<file path="src/rtl/booth_pkg.sv">
// Shared types and helpers for the Booth multiplier product accumulator.
// Contents: default operand width, product type, accumulator limits, sign extension.
// Pure declarations; no state, no latency, no flow control.
package booth_pkg;

   localparam int DEF_OPERAND_BITS = 8;

   typedef logic signed [2*DEF_OPERAND_BITS-1:0] prod_t;

   // Largest (want_max=1) or smallest (want_max=0) signed value held in 'bits' bits.
   function automatic logic signed [63:0] acc_limit(input int unsigned bits, input logic want_max);
      logic signed [63:0] one;
      one = 64'sd1;
      if (want_max) return (one <<< (bits - 1)) - one;
      else          return -(one <<< (bits - 1));
   endfunction

   // Treat bit (bits-1) of v as the sign and replicate it into the upper bits.
   function automatic logic signed [63:0] sext64(input logic [63:0] v, input int unsigned bits);
      logic signed [63:0] t;
      t = $signed(v << (64 - bits));
      return t >>> (64 - bits);
   endfunction

endpackage

</file>
<file path="src/rtl/rdy_edge_det.sv">
// Rising-edge detector on a level input, delay register with parameterised reset value.
// Latency: rise is combinational from sig_in in the same cycle as the low-to-high change.
// Backpressure: none; one pulse per rising edge regardless of how long the level stays high.
// Ports: clk, rst_n (sync, active-low), sig_in level in, rise pulse out.
module rdy_edge_det #(
   parameter logic RST_VAL = 1'b1
) (
   input  logic clk,
   input  logic rst_n,
   input  logic sig_in,
   output logic rise
);

   logic sig_d, sig_q;

   always_comb begin
      sig_d = sig_in;
   end

   always_ff @(posedge clk) begin
      if (!rst_n) sig_q <= RST_VAL;
      else        sig_q <= sig_d;
   end

   assign rise = sig_in & ~sig_q;

endmodule

</file>
<file path="src/rtl/booth_mac_accum.sv">
// Accumulates Booth products (one per rising edge of prod_rdy) and emits a sum every BLOCK_LEN products.
// Latency: acc/cnt update on the edge ending the capture cycle; out_valid rises one cycle after the last capture.
// Backpressure: valid/ready output; a block completing while a sum is still held is dropped and flagged in overrun.
// Ports: clk, rst_n (sync, active-low), prod_in/prod_rdy from the multiplier, clear flush,
//        acc_out/out_valid/out_ready result port, cnt block progress, sticky overflow/overrun.
// Option: define BOOTH_MAC_SAT_EN to saturate on overflow instead of wrapping.
import booth_pkg::*;

module booth_mac_accum #(
   parameter int OPERAND_BITS = DEF_OPERAND_BITS,
   parameter int ACC_BITS     = 24,
   parameter int BLOCK_LEN    = 4,
   localparam int PROD_BITS   = 2 * OPERAND_BITS,
   localparam int CNT_W       = $clog2(BLOCK_LEN) + 1
) (
   input  logic                 clk,
   input  logic                 rst_n,
   input  logic [PROD_BITS-1:0] prod_in,
   input  logic                 prod_rdy,
   input  logic                 clear,
   output logic [ACC_BITS-1:0]  acc_out,
   output logic                 out_valid,
   input  logic                 out_ready,
   output logic [CNT_W-1:0]     cnt,
   output logic                 overflow,
   output logic                 overrun
);

   logic cap;

   rdy_edge_det #(.RST_VAL(1'b1)) u_rdy_edge (
      .clk    (clk),
      .rst_n  (rst_n),
      .sig_in (prod_rdy),
      .rise   (cap)
   );

   logic [ACC_BITS-1:0] acc_d, acc_q;
   logic [ACC_BITS-1:0] acc_out_d, acc_out_q;
   logic [CNT_W-1:0]    cnt_d, cnt_q;
   logic                out_valid_d, out_valid_q;
   logic                overflow_d, overflow_q;
   logic                overrun_d, overrun_q;

   logic [ACC_BITS:0]   prod_ext;
   logic [ACC_BITS:0]   sum_ext;
   logic                sum_ovf;
   logic [ACC_BITS-1:0] acc_next;
   logic [CNT_W-1:0]    cnt_inc;
   logic                block_done;

   always_comb begin
      prod_ext = (ACC_BITS+1)'(sext64(64'(prod_in), PROD_BITS));
      // One guard bit: the two top bits disagree exactly when the signed sum left the ACC_BITS range.
      sum_ext  = {acc_q[ACC_BITS-1], acc_q} + prod_ext;
      sum_ovf  = sum_ext[ACC_BITS] ^ sum_ext[ACC_BITS-1];
`ifdef BOOTH_MAC_SAT_EN
      // The guard bit carries the true sign of the out-of-range result.
      if (sum_ovf) acc_next = ACC_BITS'(acc_limit(ACC_BITS, ~sum_ext[ACC_BITS]));
      else         acc_next = sum_ext[ACC_BITS-1:0];
`else
      acc_next = sum_ext[ACC_BITS-1:0];
`endif
      cnt_inc    = cnt_q + CNT_W'(1);
      block_done = (cnt_inc == CNT_W'(BLOCK_LEN));
   end

   always_comb begin
      acc_d       = acc_q;
      acc_out_d   = acc_out_q;
      cnt_d       = cnt_q;
      out_valid_d = out_valid_q;
      overflow_d  = overflow_q;
      overrun_d   = overrun_q;
      if (clear) begin
         // Flush wins over a same-cycle capture; that product is lost.
         acc_d       = '0;
         acc_out_d   = '0;
         cnt_d       = '0;
         out_valid_d = 1'b0;
         overflow_d  = 1'b0;
         overrun_d   = 1'b0;
      end else begin
         if (out_valid_q && out_ready) out_valid_d = 1'b0;
         if (cap) begin
            if (sum_ovf) overflow_d = 1'b1;
            if (block_done) begin
               acc_d = '0;
               cnt_d = '0;
               if (out_valid_q && !out_ready) begin
                  // Held sum not yet taken: keep it, drop the new one.
                  overrun_d = 1'b1;
               end else begin
                  acc_out_d   = acc_next;
                  out_valid_d = 1'b1;
               end
            end else begin
               acc_d = acc_next;
               cnt_d = cnt_inc;
            end
         end
      end
   end

   always_ff @(posedge clk) begin
      if (!rst_n) begin
         acc_q       <= '0;
         acc_out_q   <= '0;
         cnt_q       <= '0;
         out_valid_q <= 1'b0;
         overflow_q  <= 1'b0;
         overrun_q   <= 1'b0;
      end else begin
         acc_q       <= acc_d;
         acc_out_q   <= acc_out_d;
         cnt_q       <= cnt_d;
         out_valid_q <= out_valid_d;
         overflow_q  <= overflow_d;
         overrun_q   <= overrun_d;
      end
   end

   assign acc_out   = acc_out_q;
   assign out_valid = out_valid_q;
   assign cnt       = cnt_q;
   assign overflow  = overflow_q;
   assign overrun   = overrun_q;

endmodule
</file>
<file path="config.mk">
export PLATFORM = sky130hd
export DESIGN_NAME = booth_mac_accum
export DESIGN_NICKNAME = d
export VERILOG_FILES = /design/src/rtl/booth_pkg.sv /design/src/rtl/rdy_edge_det.sv /design/src/rtl/booth_mac_accum.sv
export SDC_FILE = /design/constraint.sdc
export NUM_CORES = 1
export LEC_CHECK = 0
export CAP_MARGIN = 20
export CORE_AREA = 4 4 104 67
export DETAILED_ROUTE_END_ITERATION = 10
export DIE_AREA = 0 0 108 71
export PLACE_DENSITY = 0.86
export SLEW_MARGIN = 20
export SYNTH_ARGS = -nofsm -noshare
export SYNTH_HDL_FRONTEND = slang
export SYNTH_SLANG_ARGS = --single-unit
</file>
<file path="constraint.sdc">
create_clock -name clk -period 2.8 [get_ports clk]
set_clock_uncertainty 0.2 [all_clocks]
set_input_delay 0.42 -clock clk [delete_from_list [all_inputs] [get_ports clk]]
set_output_delay 0.42 -clock clk [all_outputs]
set_load 0.005 [all_outputs]
</file>
# After elaboration in Yosys (flattened, before gate mapping)
# Cells that the tools add are included.
[word_totals]
reg_bits = 55
input_bits = 21
output_inout_bits = 30
wordCells = 28
[classes]
n_addsub = 2
n_eq_ne = 1
muxes = 6
n_bitwise = 5
n_reduce_logical = 7
[op_table]
columns = ["cell", "n"]
rows = [
  ["24-bit by 16-bit adder with 25-bit output", 1],
  ["24-bit two-way mux", 1],
  ["3-bit AND reduction", 2],
  ["1-bit two-way mux", 4],
  ["3-bit by 1-bit adder with 3-bit output, second input constant", 1],
  ["3-bit == test, second input constant", 1],
  ["3-bit two-way mux", 1],
  ["1-bit NOT", 3],
  ["1-bit logical AND", 2],
  ["2-bit AND reduction", 1],
  ["2-bit OR reduction", 1],
  ["1-bit AND", 1],
  ["1-bit zero test", 1],
  ["1-bit bitwise XOR", 1],
]

# Longest topological paths before layout
[depth]
word_depth = 5
ltp_mapped = 9
ltp_nobuf = 9

# Hierarchy
# Synthesis repeated with hierarchy kept, for this count alone.
[hier_totals]
hier_cells = 411
hier_area_um2 = 3370.7
[modules_own_cells]
columns = ["mod", "n_inst", "cells_each", "area_per_inst_um2", "seq_area_each_um2"]
rows = [
  ["booth_mac_accum", 1, 408, 3330.7, 1081.0],
  ["rdy_edge_det", 1, 3, 40.0, 20.0],
]

# Worst setup path after synthesis
# OpenSTA, ideal clock, no wires.
[synth_timing]
kind = "input -> register"
from = "input prod_in[0]"
to = "register acc_q[22]"
setup_ns = 0.121
arrival_ns = 2.258
required_ns = 2.479
slack_ns = 0.221
stages = 9
n_path_buf = 0
cell_sequence = "ha_1 -> fa_1 -> a211oi_1 -> o21ai_2 -> o211ai_2 -> nand3_2 -> a221oi_2 -> xor2_1 -> o21ai_1"
[synth_via]
elab_chain_len = 2
[synth_rtl]
columns = ["item", "line", "rtl"]
rows = [
  ["from (decl)", "booth_mac_accum.sv:18", "input logic [PROD_BITS-1:0] prod_in,"],
  ["24-bit by 16-bit adder with 25-bit output", "booth_mac_accum.sv:55", "sum_ext = {acc_q[ACC_BITS-1], acc_q} + prod_ext;"],
  ["24-bit two-way mux", "booth_mac_accum.sv:87", "if (block_done) begin"],
  ["to (signal assigned)", "booth_mac_accum.sv:107", "acc_q <= '0;"],
  ["to (signal assigned)", "booth_mac_accum.sv:114", "acc_q <= acc_d;"],
  ["to (decl)", "booth_mac_accum.sv:38", "logic [ACC_BITS-1:0] acc_d, acc_q;"],
]
# No other way between the ends.
# A chain may end at the register's enable or synchronous reset.

# Worst setup path in the final report
# Ends and elaborated chain as after synthesis.

==> metrics.txt <==
status finished, final reports clean; Largest stage delay, worst path 0.41 ns; full die area 0.00767 mm²; final slew viol count 0; critical-path maximum fanout 4; Worst Max-Slew Pin Slew 0.771 ns; Crit-path slowest cell clkdlybuf4s50_1; TritonCTS buffer count 5; Starting Density 0.531; global-route wire length before repair 14600 µm; post-DP HPWL 6750 µm; Via Count 3203; Area Growth Syn to Fin 32.3%; drt drc 0; Overflow after GRT 0; First DRT Iteration DRCs 215; TritonCTS clock tree done; Layout Cells excl Fill 557; Fin Hold WS 0.263 ns; Global Route Usage Sum 0.235; clock buffer depth 2; Design Area, Final 0.00419 mm²; Slew HR 0.482; dominant cells by area after synthesis dfxtp_1, ha_1, a21oi_1; CP Capture Type flop; share of cells above drive strength 1 0.150; TritonRoute pass-1 iters 5; FF-to-FF End acc_q[22]; critical path type in -> reg; synthesized cell area 0.00317 mm²; final wirelength 8690 µm; Final Hold Viols 0; H-tree Lvls 2; Die Y 71 µm; I/O Buffers 50; Inst Count DP 549; Hold Crit Start acc_out[5]; Leak 1.74 nW; Placed Instance Area 0.00408 mm²; synth warn 0; most common flop cell mapped by yosys dfxtp_1; clk sinks 55; Async S/R FF share, synth 0; post-route ant nets 0; minimum clock period 2.69 ns; sequential fraction of the synthesis area 0.347; Yosys top cell area share 0.347; EDFF count, synth 0; hold crit path type reg -> reg; total power draw 1.51 mW; r2r startpoint acc_q[0]; Chip Width 108 µm; initial antenna violation count 0; Final period util 0.962; Post-Route Setup TNS 0 ns; Max-Cap Viols 0; PD cells 359 mW/mm²; cts hold-fix bufs 0; unrepaired setup endpoints after global routing true; Min-Delay Endpoint acc_out[5]; synthesized area per cell 8.30 µm²; minimum setup slack among reg-to-reg paths 0.30 ns; CP cell instances clkdlybuf4s50_1, ha_1, fa_1, a211oi_2, o21ai_2, o211ai_2, nand3_2, a221oi_4, xor2_1, o21ai_1; cell taking the most area after synthesis dfxtp_1; num rows 22; syn nets 431; diodes inserted 0; Yosys reg bits 55; root buffer cell clkbuf_8; vias in the first global route 3123; fmax 371 MHz; DR vias/cell 5.75; Avg WL per Cell 15.6 µm; Syn Inst Count 382; crit path launch type input pin; hold path cells 2; Placer Congestion 0.963; largest net degree at the start of global routing 25; maximum VDD drop 217 µV; WP data arrival 2.72 ns; clock latency on the worst-skew pair 0.33 ns; Core Area 0.00597 mm²; library cells used by synthesis 51; I/O pin count 51; Clk pin slew, worst setup/hold paths 0.11 ns; NumNets Final 521; length in cells of the worst reg-to-reg path 9; Final Setup Violations 0; CP required 2.82 ns
cell usage in the layout (no fill, tap or decap), drive strengths merged, types with 6 or more instances in the layout:
| master | synthesis | final |
|---|---|---|
| nand2 | 58 | 58 |
| dfxtp | 55 | 55 |
| buf | 3 | 50 |
| clkdlybuf4s50 | 0 | 49 |
| a21oi | 45 | 45 |
| ha | 27 | 27 |
| o21ai | 27 | 27 |
| nor2 | 22 | 22 |
| nand3 | 16 | 16 |
| xnor2 | 13 | 13 |
| a21o | 12 | 12 |
| xor2 | 9 | 9 |
| a22oi | 7 | 7 |
| a31oi | 6 | 6 |
| o211ai | 6 | 6 |
routing by layer:
layer / part of all wire / up-vias / global-route usage
met3: 0.061 / 14 / 0.0410
met1: 0.48 / 1518 / 0.324
met4: 0.014 / 0 / 0.0742
met5: 0 / - / 0
li1: - / 1564 / -
met2: 0.44 / 107 / 0.373
through the flow:
step	setup slack, ns	util
2_1_floorplan	0.221	-
3_3_place_gp	-0.300	0.682
3_5_place_dp	-0.332	0.682
4_1_cts	0.000561	0.698
5_1_grt	-0.0227	0.702
6_report	0.106	0.702
area by class of cell:
cell class / instances / area (µm²)
multi-input combinational: 306 / 2000
fill: 478 / 1780
sequential: 55 / 1100
timing repair buffer: 100 / 878
tap: 84 / 105
clock buffer: 5 / 68.8
clock inverter: 3 / 22.5
inverter: 4 / 15.0
worst max-delay path: cells and delay by family:
| family | cells | cell delay [ns] |
|---|---|---|
| XOR/XNOR | 1 | 0.17 |
| AO/OA/AOI/OAI | 5 | 0.93 |
| buffers and inverters | 1 | 0.41 |
| adder cells (fa/ha/maj) | 2 | 0.64 |
| AND/OR/NAND/NOR | 1 | 0.14 |
synthesized netlist by cell type (3+ instances only):
| cell type | instances |
|---|---|
| dfxtp_1 | 55 |
| xor2_1 | 9 |
| clkbuf_1 | 13 |
| nand3_1 | 15 |
| nor3_1 | 4 |
| nor2b_1 | 4 |
| inv_1 | 4 |
| a211oi_1 | 4 |
| o211ai_1 | 4 |
| o21ai_0 | 23 |
| nand4_1 | 5 |
| a22oi_1 | 7 |
| nand2b_1 | 5 |
| nor2_1 | 22 |
| o21bai_1 | 3 |
| and2_1 | 3 |
| xnor2_1 | 13 |
| nand2_1 | 58 |
| o21a_1 | 4 |
| a21oi_1 | 45 |
| a21o_1 | 11 |
| ha_1 | 27 |
| a31oi_1 | 6 |
| a22o_1 | 5 |
cells by family (layout without fill, tap and decap cells):
logic type,after synthesis,in the layout,synth area share
compound gates,130,130,0.266
simple gates,126,126,0.184
flops,55,55,0.347
fa+ha+maj,28,28,0.113
xor+xnor,22,22,0.0608
buf+inv,21,112,0.0284
timing repair:
item,CTS,global route
setup endpoints to repair,0,14
resized for setup,0,4
setup buffers,0,0
sequential cells by signal, summed over array words and instances, names as in the netlist:
name              count
out_valid             1
acc_out              24
overrun               1
overflow              1
acc_q                24
u_rdy_edge.sig_q      1
cnt                   3
report_power, final:
part / switching (mW) / internal [mW]
Sequential: 0.00406 / 0.788
Combinational: 0.124 / 0.118
Clock: 0.291 / 0.180
how the worst max path moves through the flow:
stage | cells past startpoint | slack, ns | start | to
after floorplan | 9 | 0.22 | prod_in[0] | acc_q[22]
after global placement | 10 | -0.30 | prod_in[0] | acc_q[22]
after detailed placement | 10 | -0.33 | prod_in[0] | acc_q[22]
after CTS | 10 | 0.0006 | prod_in[0] | acc_q[22]
after global routing | 10 | -0.02 | prod_in[0] | acc_q[22]
final | 10 | 0.11 | prod_in[0] | acc_q[22]
Power figures use the tool's default switching activity.
